$ cat src/rtl/ir_pkg.sv
// Shared definitions for the IR transmit scheduler and related blocks.
// Holds the scheduler state encoding and default payload/guard constants.
package ir_pkg;

   localparam int unsigned IR_DATA_W       = 8;
   localparam int unsigned IR_GUARD_CYCLES = 16;

   typedef enum logic [2:0] {
      IDLE,
      START,
      WAIT_BUSY,
      WAIT_DONE,
      GUARD
   } ir_state_t;

endpackage

$ cat src/rtl/ir_tx_scheduler_if.sv
// Requester/transceiver-side bundle of the IR transmit scheduler.
// master: requesters and transceiver (drive req, req_data, tx_busy)
// slave : scheduler (drives grant, done, err, tx_start, tx_data, rx_blank)
interface ir_tx_scheduler_if #(
   parameter int unsigned NUM_REQ = 4,
   parameter int unsigned DATA_W  = ir_pkg::IR_DATA_W
);
   logic [NUM_REQ-1:0]        req;
   logic [NUM_REQ*DATA_W-1:0] req_data;
   logic [NUM_REQ-1:0]        grant;
   logic [NUM_REQ-1:0]        done;
   logic                      err;
   logic                      tx_start;
   logic [DATA_W-1:0]         tx_data;
   logic                      tx_busy;
   logic                      rx_blank;

   modport master (
      output req, req_data, tx_busy,
      input  grant, done, err, tx_start, tx_data, rx_blank
   );

   modport slave (
      input  req, req_data, tx_busy,
      output grant, done, err, tx_start, tx_data, rx_blank
   );
endinterface

$ cat src/rtl/rr_arbiter.sv
// Combinational round-robin arbiter: rotate requests so the slot after
// last_grant is bit 0, isolate the lowest set bit, rotate back.
// Ports: req (request vector), last_grant (index of previous winner),
//        grant_onehot (winner, all-zero when no request).
module rr_arbiter #(
   parameter  int unsigned NUM_REQ = 4,
   localparam int unsigned IDX_W   = $clog2(NUM_REQ)
) (
   input  logic [NUM_REQ-1:0] req,
   input  logic [IDX_W-1:0]   last_grant,
   output logic [NUM_REQ-1:0] grant_onehot
);

   logic [NUM_REQ-1:0] req_rot;
   logic [NUM_REQ-1:0] pick_rot;
   int unsigned        idx;

   always_comb begin
      req_rot      = '0;
      grant_onehot = '0;
      idx          = 0;
      for (int unsigned i = 0; i < NUM_REQ; i++) begin
         idx        = (i + 32'(last_grant) + 1) % NUM_REQ;
         req_rot[i] = req[idx[IDX_W-1:0]];
      end
      // lowest set bit of the rotated vector is the next requester upward
      pick_rot = req_rot & (~req_rot + NUM_REQ'(1));
      for (int unsigned i = 0; i < NUM_REQ; i++) begin
         idx = (i + 32'(last_grant) + 1) % NUM_REQ;
         grant_onehot[idx[IDX_W-1:0]] = pick_rot[i];
      end
   end

endmodule

$ cat src/rtl/ir_tx_scheduler.sv
// Round-robin scheduler sharing one half-duplex IR transmit path among
// NUM_REQ requesters: one frame at a time, start timeout, turnaround guard,
// receive blanking while our own frame is on air.
// Ports: clock, reset_n (async active-low),
//        bus (slave): req/req_data in, grant/done/err out,
//        tx_start/tx_data/tx_busy to the transceiver, rx_blank out.
module ir_tx_scheduler
   import ir_pkg::*;
#(
   parameter int unsigned NUM_REQ       = 4,
   parameter int unsigned DATA_W        = IR_DATA_W,
   parameter int unsigned GUARD_CYCLES  = IR_GUARD_CYCLES,
   parameter int unsigned START_TIMEOUT = 8
) (
   input logic             clock,
   input logic             reset_n,
   ir_tx_scheduler_if.slave bus
);

   localparam int unsigned IDX_W  = $clog2(NUM_REQ);
   localparam int unsigned TO_W   = $clog2(START_TIMEOUT + 1);
   localparam int unsigned TO_W1  = TO_W + 1;
   localparam int unsigned GD_W   = (GUARD_CYCLES > 0) ? $clog2(GUARD_CYCLES + 1) : 1;
   localparam int unsigned GD_W1  = GD_W + 1;

   ir_state_t          state, state_nxt;
   logic [TO_W-1:0]    to_cnt;
   logic [GD_W-1:0]    gd_cnt;
   logic [TO_W1-1:0]   to_inc;
   logic [GD_W1-1:0]   gd_inc;
   logic               timeout_hit;
   logic               guard_last;

   logic [NUM_REQ-1:0] arb_grant;
   logic [IDX_W-1:0]   arb_idx;
   logic [IDX_W-1:0]   last_grant, last_grant_nxt;

   logic [NUM_REQ-1:0] grant_q, grant_nxt;
   logic [NUM_REQ-1:0] done_q, done_nxt;
   logic               err_q, err_nxt;
   logic               tx_start_q, tx_start_nxt;
   logic [DATA_W-1:0]  tx_data_q, tx_data_nxt;
   logic               rx_blank_q, rx_blank_nxt;

   rr_arbiter #(.NUM_REQ(NUM_REQ)) u_arb (
      .req          (bus.req),
      .last_grant   (last_grant),
      .grant_onehot (arb_grant)
   );

   // winner index for payload select and pointer update
   always_comb begin
      arb_idx = '0;
      for (int unsigned i = 0; i < NUM_REQ; i++) begin
         if (arb_grant[i]) arb_idx = IDX_W'(i);
      end
   end

   // counter limits evaluated on the incremented value so the exit cycle is exact
   assign to_inc      = {1'b0, to_cnt} + TO_W1'(1);
   assign gd_inc      = {1'b0, gd_cnt} + GD_W1'(1);
   assign timeout_hit = !bus.tx_busy && (to_inc >= TO_W1'(START_TIMEOUT));
   assign guard_last  = gd_inc >= GD_W1'(GUARD_CYCLES);

   // state register
   always_ff @(posedge clock or negedge reset_n) begin
      if (!reset_n) state <= IDLE;
      else          state <= state_nxt;
   end

   // next-state logic
   always_comb begin
      state_nxt = state;
      case (state)
         IDLE:      if (|bus.req) state_nxt = START;
         START:     state_nxt = WAIT_BUSY;
         WAIT_BUSY: begin
            if (bus.tx_busy)      state_nxt = WAIT_DONE;
            else if (timeout_hit) state_nxt = GUARD;
         end
         WAIT_DONE: if (!bus.tx_busy) state_nxt = GUARD;
         GUARD:     if (guard_last) state_nxt = IDLE;
         default:   state_nxt = IDLE;
      endcase
   end

   // output logic: next values of the registered outputs
   always_comb begin
      grant_nxt      = grant_q;
      done_nxt       = '0;
      err_nxt        = 1'b0;
      tx_data_nxt    = tx_data_q;
      last_grant_nxt = last_grant;
      case (state)
         IDLE: begin
            if (|bus.req) begin
               grant_nxt      = arb_grant;
               tx_data_nxt    = bus.req_data[arb_idx*DATA_W +: DATA_W];
               last_grant_nxt = arb_idx;
            end
         end
         WAIT_BUSY: begin
            if (timeout_hit) begin
               done_nxt  = grant_q;
               err_nxt   = 1'b1;
               grant_nxt = '0;
            end
         end
         WAIT_DONE: begin
            if (!bus.tx_busy) begin
               done_nxt  = grant_q;
               grant_nxt = '0;
            end
         end
         default: ;
      endcase
      tx_start_nxt = (state_nxt == START);
      rx_blank_nxt = (state_nxt != IDLE);
   end

   // output registers and round-robin pointer (reset pointer favours requester 0)
   always_ff @(posedge clock or negedge reset_n) begin
      if (!reset_n) begin
         grant_q    <= '0;
         done_q     <= '0;
         err_q      <= 1'b0;
         tx_start_q <= 1'b0;
         tx_data_q  <= '0;
         rx_blank_q <= 1'b0;
         last_grant <= IDX_W'(NUM_REQ - 1);
      end else begin
         grant_q    <= grant_nxt;
         done_q     <= done_nxt;
         err_q      <= err_nxt;
         tx_start_q <= tx_start_nxt;
         tx_data_q  <= tx_data_nxt;
         rx_blank_q <= rx_blank_nxt;
         last_grant <= last_grant_nxt;
      end
   end

   // saturating timeout and guard counters, cleared outside their states
   always_ff @(posedge clock or negedge reset_n) begin
      if (!reset_n) begin
         to_cnt <= '0;
         gd_cnt <= '0;
      end else begin
         if (state != WAIT_BUSY)                     to_cnt <= '0;
         else if (to_cnt < TO_W'(START_TIMEOUT))     to_cnt <= to_cnt + TO_W'(1);
         if (state != GUARD)                         gd_cnt <= '0;
         else if (gd_cnt < GD_W'(GUARD_CYCLES))      gd_cnt <= gd_cnt + GD_W'(1);
      end
   end

   assign bus.grant    = grant_q;
   assign bus.done     = done_q;
   assign bus.err      = err_q;
   assign bus.tx_start = tx_start_q;
   assign bus.tx_data  = tx_data_q;
   assign bus.rx_blank = rx_blank_q;

endmodule

$ cat src/flat_wrapper.sv
// flat-port wrapper written by rule: the top's interface ports become plain ports
module ir_tx_scheduler_flat import ir_pkg::*;
#(
   parameter int unsigned NUM_REQ       = 4,
   parameter int unsigned DATA_W        = IR_DATA_W,
   parameter int unsigned GUARD_CYCLES  = IR_GUARD_CYCLES,
   parameter int unsigned START_TIMEOUT = 8
)
  (clock, reset_n, bus_req, bus_req_data, bus_tx_busy, bus_grant, bus_done, bus_err, bus_tx_start, bus_tx_data, bus_rx_blank);
  ir_tx_scheduler_if #(.NUM_REQ(NUM_REQ), .DATA_W(DATA_W)) bus_i ();
  input logic clock;
  input logic reset_n;
  input wire logic [$bits(bus_i.req)-1:0] bus_req;
  input wire logic [$bits(bus_i.req_data)-1:0] bus_req_data;
  input wire logic [$bits(bus_i.tx_busy)-1:0] bus_tx_busy;
  output wire logic [$bits(bus_i.grant)-1:0] bus_grant;
  output wire logic [$bits(bus_i.done)-1:0] bus_done;
  output wire logic [$bits(bus_i.err)-1:0] bus_err;
  output wire logic [$bits(bus_i.tx_start)-1:0] bus_tx_start;
  output wire logic [$bits(bus_i.tx_data)-1:0] bus_tx_data;
  output wire logic [$bits(bus_i.rx_blank)-1:0] bus_rx_blank;
  assign bus_i.req = bus_req;
  assign bus_i.req_data = bus_req_data;
  assign bus_i.tx_busy = bus_tx_busy;
  assign bus_grant = bus_i.grant;
  assign bus_done = bus_i.done;
  assign bus_err = bus_i.err;
  assign bus_tx_start = bus_i.tx_start;
  assign bus_tx_data = bus_i.tx_data;
  assign bus_rx_blank = bus_i.rx_blank;
  ir_tx_scheduler #(.NUM_REQ(NUM_REQ), .DATA_W(DATA_W), .GUARD_CYCLES(GUARD_CYCLES), .START_TIMEOUT(START_TIMEOUT)) u_core (.clock(clock), .reset_n(reset_n), .bus(bus_i));
endmodule
$ cat config.mk
export PLATFORM = sky130hd
export DESIGN_NAME = ir_tx_scheduler_flat
export DESIGN_NICKNAME = d
export VERILOG_FILES = /design/src/rtl/ir_pkg.sv /design/src/rtl/ir_tx_scheduler_if.sv /design/src/rtl/rr_arbiter.sv /design/src/rtl/ir_tx_scheduler.sv /design/src/flat_wrapper.sv
export SDC_FILE = /design/constraint.sdc
export NUM_CORES = 1
export LEC_CHECK = 0
export ABC_AREA = 0
export ABC_CLOCK_PERIOD_IN_PS = 5100
export CORE_MARGIN = 2
export CORE_UTILIZATION = 55
export DETAILED_ROUTE_END_ITERATION = 16
export DONT_BUFFER_PORTS = 1
export PLACE_DENSITY_LB_ADDON = 0.3
export SLEW_MARGIN = 20
export SYNTH_ARGS = -nofsm -noshare
export SYNTH_HDL_FRONTEND = slang
export SYNTH_HIERARCHICAL = 1
export SYNTH_SLANG_ARGS = --single-unit
$ cat constraint.sdc
create_clock -name clock -period 5.1 [get_ports clock]
set_input_delay 1.02 -clock clock [delete_from_list [all_inputs] [get_ports clock]]
set_output_delay 1.02 -clock clock [all_outputs]
set_load 0.1 [all_outputs]
### Word level (Yosys, flattened, before mapping)

Cells that the tools add are included.

| storage, ports and cells | value |
|---|---|
| bits in registers | 33 |
| bits of input ports | 39 |
| output and inout bits | 19 |
| logic and storage cells | 102 |

| operators by class | value |
|---|---|
| add/subtract/negate cells | 11 |
| magnitude comparators | 12 |
| eq/ne operators | 10 |
| shifts and indexed selects | 1 |
| muxes and demuxes | 41 |
| bitwise gates (word level) | 3 |
| reduce and logical (&&, ||, !) cells | 14 |

Operator list:

| kind | count |
|---|---|
| 32-bit by 6-bit variable part select with 8-bit output | 1 |
| 4-bit 2-to-1 mux | 7 |
| 3-bit 2-to-1 mux | 5 |
| 3-bit one-hot mux with 5 select lines | 1 |
| 4-bit bitwise mux | 3 |
| 2-bit by 3-bit less-than comparator with 1-bit output (second input constant) | 4 |
| 4-bit one-hot mux with 3 select lines | 1 |
| 1-bit 2-to-1 mux | 11 |
| 5-bit 2-to-1 mux | 2 |
| 4-bit by 1-bit adder with 4-bit output (second input constant) | 2 |
| 4-bit bitwise AND | 2 |
| 1-bit binary-select mux with 2-bit select | 4 |
| 1-bit demux with 2-bit select | 4 |
| 2-bit by 1-bit >= comparator with 1-bit output (second input constant) | 4 |
| 4-bit one-hot mux with 2 select lines | 1 |
| 2-bit by 1-bit adder with 2-bit output (second input constant) | 3 |
| 5-bit by 1-bit adder with 6-bit output (second input constant) | 1 |
| 3-bit by 1-bit == test with 1-bit output (second input constant) | 2 |
| 3-bit by 2-bit == test with 1-bit output (second input constant) | 2 |
| 6-bit by 5-bit >= comparator with 1-bit output (second input constant) | 1 |
| 3-bit nonzero test | 2 |
| 4-bit by 1-bit adder with 5-bit output (second input constant) | 1 |
| 5-bit by 1-bit adder with 5-bit output (second input constant) | 1 |
| 5-bit by 4-bit >= comparator with 1-bit output (second input constant) | 1 |
| other kinds (18) | 26 |

### Logic depth before layout (Yosys ltp)

| depth | value |
|---|---|
| word-level depth | 15 |
| mapped depth | 12 |

### Cells and area by module

The synthesis kept the hierarchy.

Modules (own cells, without submodules):

| module | times used | cells each | area an instance (sq um) |
|---|---|---|---|
| ir_tx_scheduler | 1 | 161 | 1697.9 |
| rr_arbiter | 1 | 50 | 454.2 |

### Least setup slack after synthesis

No wires, ideal clock.

| timing | value |
|---|---|
| path kind | register to register |
| from | reg u_core.last_grant[0] |
| to | reg u_core.last_grant[0] |
| setup time | 0.083 ns |
| data arrival time | 3.451 ns |
| setup slack | 1.566 ns |
| cell stages (with the launch flop) | 13 |
| period minus slack after synthesis | 3.534 ns |
| path through | dfstp_2 -> buf_6 -> inv_1 -> ha_1 -> mux4_1 -> buf_2 -> nor3b_1 -> nor2b_1 -> o31ai_1 -> clkbuf_1 -> inv_1 -> a21oi_1 -> a21oi_1 |

RTL lines:

| what | line | RTL |
|---|---|---|
| from (decl) | ir_tx_scheduler.sv:36 | `logic [IDX_W-1:0] last_grant, last_grant_nxt;` |
| from (signal assigned) | ir_tx_scheduler.sv:130 | `last_grant <= IDX_W'(NUM_REQ - 1);` |
| from (signal assigned) | ir_tx_scheduler.sv:138 | `last_grant <= last_grant_nxt;` |
| 1-bit by 2-bit adder with 2-bit output | rr_arbiter.sv:23, rr_arbiter.sv:29 |  |
| 2-bit by 1-bit adder with 2-bit output or 1-bit binary-select mux with 2-bit select (tied branches) | rr_arbiter.sv:23, rr_arbiter.sv:29, rr_arbiter.sv:24 |  |
| 1-bit binary-select mux with 2-bit select or 1-bit 2-to-1 mux (tied branches) | rr_arbiter.sv:24 | `req_rot[i] = req[idx[IDX_W-1:0]];` |
| 1-bit 2-to-1 mux (not written as such) or 4-bit NOT (tied branches) | rr_arbiter.sv:24, rr_arbiter.sv:27 |  |
| 4-bit NOT or 4-bit by 1-bit adder with 4-bit output (tied branches) | rr_arbiter.sv:27 | `pick_rot = req_rot & (~req_rot + NUM_REQ'(1));` |
| 4-bit by 1-bit adder with 4-bit output or 4-bit bitwise AND (tied branches) | rr_arbiter.sv:27 |  |
| 4-bit bitwise AND, on equally long branches | n/a |  |
| 4-bit bitwise mux (2 in series) | rr_arbiter.sv:30 | `grant_onehot[idx[IDX_W-1:0]] = pick_rot[i];` |
| 4-bit bitwise mux * | rr_arbiter.sv:30 |  |
| via u_core.arb_grant[2] | ir_tx_scheduler.sv:34 | `logic [NUM_REQ-1:0] arb_grant;` |
| 2-bit 2-to-1 mux * (2 in series) | ir_tx_scheduler.sv:55 | `if (arb_grant[i]) arb_idx = IDX_W'(i);` |

The timed path passes the listed nets; every way through them passes the cells marked *. The select of a mux whose other input is x is not followed.
A chain may end at the register's enable or synchronous reset.

### Worst setup path in the final report

| timing | value |
|---|---|
| from | reg u_core.last_grant[0] |
| to | reg u_core.tx_data_q[3] (netlist: u_core/bus.tx_data[3]) |

| between the ends | value |
|---|---|
| word-level cells in the longest chain between the ends | 14 |

RTL lines:

| what | line | RTL |
|---|---|---|
| 1-bit by 2-bit adder with 2-bit output | rr_arbiter.sv:23, rr_arbiter.sv:29 |  |
| 2-bit by 1-bit adder with 2-bit output or 1-bit binary-select mux with 2-bit select (tied branches) | rr_arbiter.sv:23, rr_arbiter.sv:29, rr_arbiter.sv:24 |  |
| 1-bit binary-select mux with 2-bit select or 1-bit 2-to-1 mux (tied branches) | rr_arbiter.sv:24 |  |
| 1-bit 2-to-1 mux (not written as such) or 4-bit NOT (tied branches) | rr_arbiter.sv:24, rr_arbiter.sv:27 |  |
| 4-bit NOT or 4-bit by 1-bit adder with 4-bit output (tied branches) | rr_arbiter.sv:27 |  |
| 4-bit by 1-bit adder with 4-bit output or 4-bit bitwise AND (tied branches) | rr_arbiter.sv:27 |  |
| 4-bit bitwise AND, on equally long branches | n/a |  |
| 4-bit bitwise mux (2 in series) | rr_arbiter.sv:30 |  |
| 4-bit bitwise mux * | rr_arbiter.sv:30 |  |
| via u_core.arb_grant[1] | ir_tx_scheduler.sv:34 |  |
| 1-bit 2-to-1 mux * | ir_tx_scheduler.sv:55 |  |
| 2-bit 2-to-1 mux * (2 in series) | ir_tx_scheduler.sv:55 |  |
| 32-bit by 6-bit variable part select with 8-bit output * | ir_tx_scheduler.sv:98 | `tx_data_nxt = bus.req_data[arb_idx*DATA_W +: DATA_W];` |
| to (signal assigned) | ir_tx_scheduler.sv:136 | `tx_data_q <= tx_data_nxt;` |
| to (decl) | ir_tx_scheduler.sv:42 | `logic [DATA_W-1:0] tx_data_q, tx_data_nxt;` |

Marks and branches as above.

==> results.py <==
metrics = {
    "floorplan": {
        "start_util": 0.579,
        "die_y_um": 66.6,
        "core_mm2": 0.00372,
        "fp-row-count": 22,
        "ioPinCount": 58,
        "dieArea_mm2": 0.00443,
        "die_w_um": 66.6,
    },
    "flow_run": {
        "cap_violations": 0,
    },
    "yosys": {
        "yosys_warnings": 6,
        "ys_seq_area_frac": 0.385,
        "yosys-top-cells-area": "dfrtp_1 36%, ha_1 6.4%, mux2_2 5.2%",
        "ys_types": 50,
        "syn_nets": 261,
        "synth.ff_latch_count": 33,
        "syn_inst": 211,
        "synth_flop_cell": "dfrtp_1",
        "synth_top_area_frac": 0.360,
        "ys_async_sr_fraction": 1.00,
        "syn_avg_cell_area_um2": 10.2,
        "synth.cell_area_mm2": 0.00215,
        "synth_top_cell_by_area": "dfrtp_1",
        "synth_edf_count": 0,
    },
    "placed_design": {
        "dp_hpwl_mm": 3.44,
        "placed_cells": 251,
        "place_congestion": 0.856,
        "port_buffers": 0,
    },
    "worst_hold_path": {
        "hold_path.class": "primary input to asynchronous set/reset pin",
    },
    "global_route": {
        "grt_max_degree": 34,
        "grt.overflow.total": 0,
        "grt_pass1_vias": 1687,
        "grtUsageTotal": 0.237,
        "antenna_found_initial": 0,
        "grt_pass1_wl_mm": 7.87,
    },
    "clocking": {
        "cts_hold_buf": 0,
        "clock-root-buffer": "clkbuf_8",
        "clkTransAtPathRegs_ns": 0.07,
        "htree_levels": 2,
        "worstSkewPairLatency_ns": 0.28,
        "numCtsBuffers": 5,
        "cts_tree": "done",
        "clk_path_buf_depth": 2,
        "clock-sinks": 33,
        "cts_setup_buffers": 0,
        "post_cts_resized": 0,
    },
    "critical_path": {
        "cp_max_fo": 11,
        "worstPathArrival_ns": 4.03,
        "crit_type": "flip-flop to flip-flop",
        "critPathCaptureType": "flip-flop",
        "crit_required_ns": 5.21,
        "critPathLaunchType": "flip-flop",
    },
    "detailed_routing": {
        "ant_nets": 0,
        "finalWirelength_mm": 4.65,
        "post_drt_via_cell_ratio": 6.41,
        "drc": 0,
        "vias": 1661,
        "post_drt_wl_per_cell_um": 17.9,
        "dr.pass1.iters": 4,
        "drt_iter0_drc": 80,
    },
    "timing": {
        "period_minus_slack_ns": 3.92,
        "fin_skew_ns": 0.00425,
        "rsz0062_at_grt": "false",
        "final.setup.tns_ns": 0,
        "hold_viol": 0,
        "holdWs_ns": 0.426,
        "slew_headroom": 0.379,
        "fmax_mhz": 255,
        "slew_violations": 0,
        "tightest_slew_ns": 0.931,
        "period_share": 0.769,
        "setup_violations": 0,
    },
    "status": {
        "status": "completed",
    },
    "layout": {
        "finalNonFillerCells": 259,
        "diodes": 0,
        "fillers": 295,
        "final_nets": 260,
        "area_growth_pct": 5.29,
        "drive_above_1_share": 0.171,
    },
}
## final cells by class
cell class,count,area [µm²],area share
clock buffer,6,72.6,0.0320
clock inverter,2,10.0,0.00442
inverter,6,22.5,0.00994
timing repair buffer,2,15.0,0.00663
tap,48,60.1,0.0265
sequential,33,828,0.366
multi-input combinational,162,1260,0.555
## synth_stat cells (3+ instances only)
master,n
mux2i_1,5
a2111oi_0,3
and2_1,4
a31oi_1,10
ha_1,11
nor2_1,15
mux2_2,10
a21oi_1,10
buf_6,3
nor2b_1,8
xor2_1,3
inv_1,5
o21ai_0,4
buf_2,3
nor3b_1,4
dfrtp_1,31
nand3_1,4
o211ai_1,8
nor3_1,5
nand2b_1,9
a21oi_2,6
nand2_1,13
## layout by cell type (no fill, tap or decap), drive strengths merged, types with 3 or more instances in the layout
master	synthesis	layout
mux2i	5	5
nand2b	9	9
and2	4	4
ha	11	11
clkinv	1	3
inv	5	5
a2111oi	5	5
o21ai	4	4
a31oi	10	10
nor2	15	15
nand3	4	4
nor2b	8	8
dfrtp	31	31
nand2	13	13
nor3	5	5
a21oi	16	16
clkbuf	3	6
o211ai	8	8
xor2	3	3
nor3b	4	4
mux2	11	11
## worst paths after layout
kind | from | endpoint | slack (ns) | cells past startpoint
max | u_core/last_grant[0] | u_core/bus.tx_data[3] | 1.18 | 10
max in group asynchronous | reset_n | u_core/last_grant[0] | 4.50 | 0
max reg2reg | u_core/last_grant[0] | u_core/bus.tx_data[3] | 1.18 | 10
min reg2reg | u_core/gd_cnt[3] | u_core/gd_cnt[3] | 0.57 | 2
min | reset_n | u_core/bus.done[2] | 0.43 | 0
min in group clock | u_core/gd_cnt[3] | u_core/gd_cnt[3] | 0.57 | 2
## per-layer routing
layer / GRT usage / wire (µm) / part of all wire
met1: 0.282 / 1840 / 0.40
met2: 0.411 / 2310 / 0.50
met3: 0.0693 / 454 / 0.098
met4: 0.0714 / 44 / 0.0095
met5: 0 / 0 / 0
## registers in the layout, indices dropped and copies added, names as in the netlist
name,count
u_core/bus.tx_data,8
u_core/gd_cnt,5
u_core/bus.done,4
u_core/bus.grant,4
u_core/to_cnt,4
u_core/state,3
u_core/last_grant,2
u_core/bus.err,1
u_core/bus.rx_blank,1
u_core/bus.tx_start,1
## metrics by stage
stage | instance area, µm² | setup slack (ns) | util
2_1_floorplan | 2150 | 1.57 | -
3_3_place_gp | 2170 | 1.37 | 0.584
3_5_place_dp | 2170 | 1.09 | 0.584
4_1_cts | 2250 | 1.08 | 0.606
5_1_grt | 2270 | 1.02 | 0.610
6_report | 2270 | 1.18 | 0.610
## logic make-up after synthesis
logic type,synth area share
simple gates,0.183
flops,0.385
mux,0.107
fa+ha+maj,0.0640
compound gates,0.198
buf+inv,0.0424
xor+xnor,0.0204
## worst max-delay path, cell delays in order (launching register included)
cell	delay, ns
dfstp_2	0.68
inv_1	0.15
ha_1	0.34
mux4_1	0.75
nor3b_1	0.56
nor2b_1	0.11
o31ai_1	0.21
buf_4	0.23
mux2_2	0.35
o211ai_1	0.22
a31oi_1	0.14
Power is left out: the tool's default activity adds up to more than one toggle a clock period on the data nets, which glitch-free logic cannot reach.
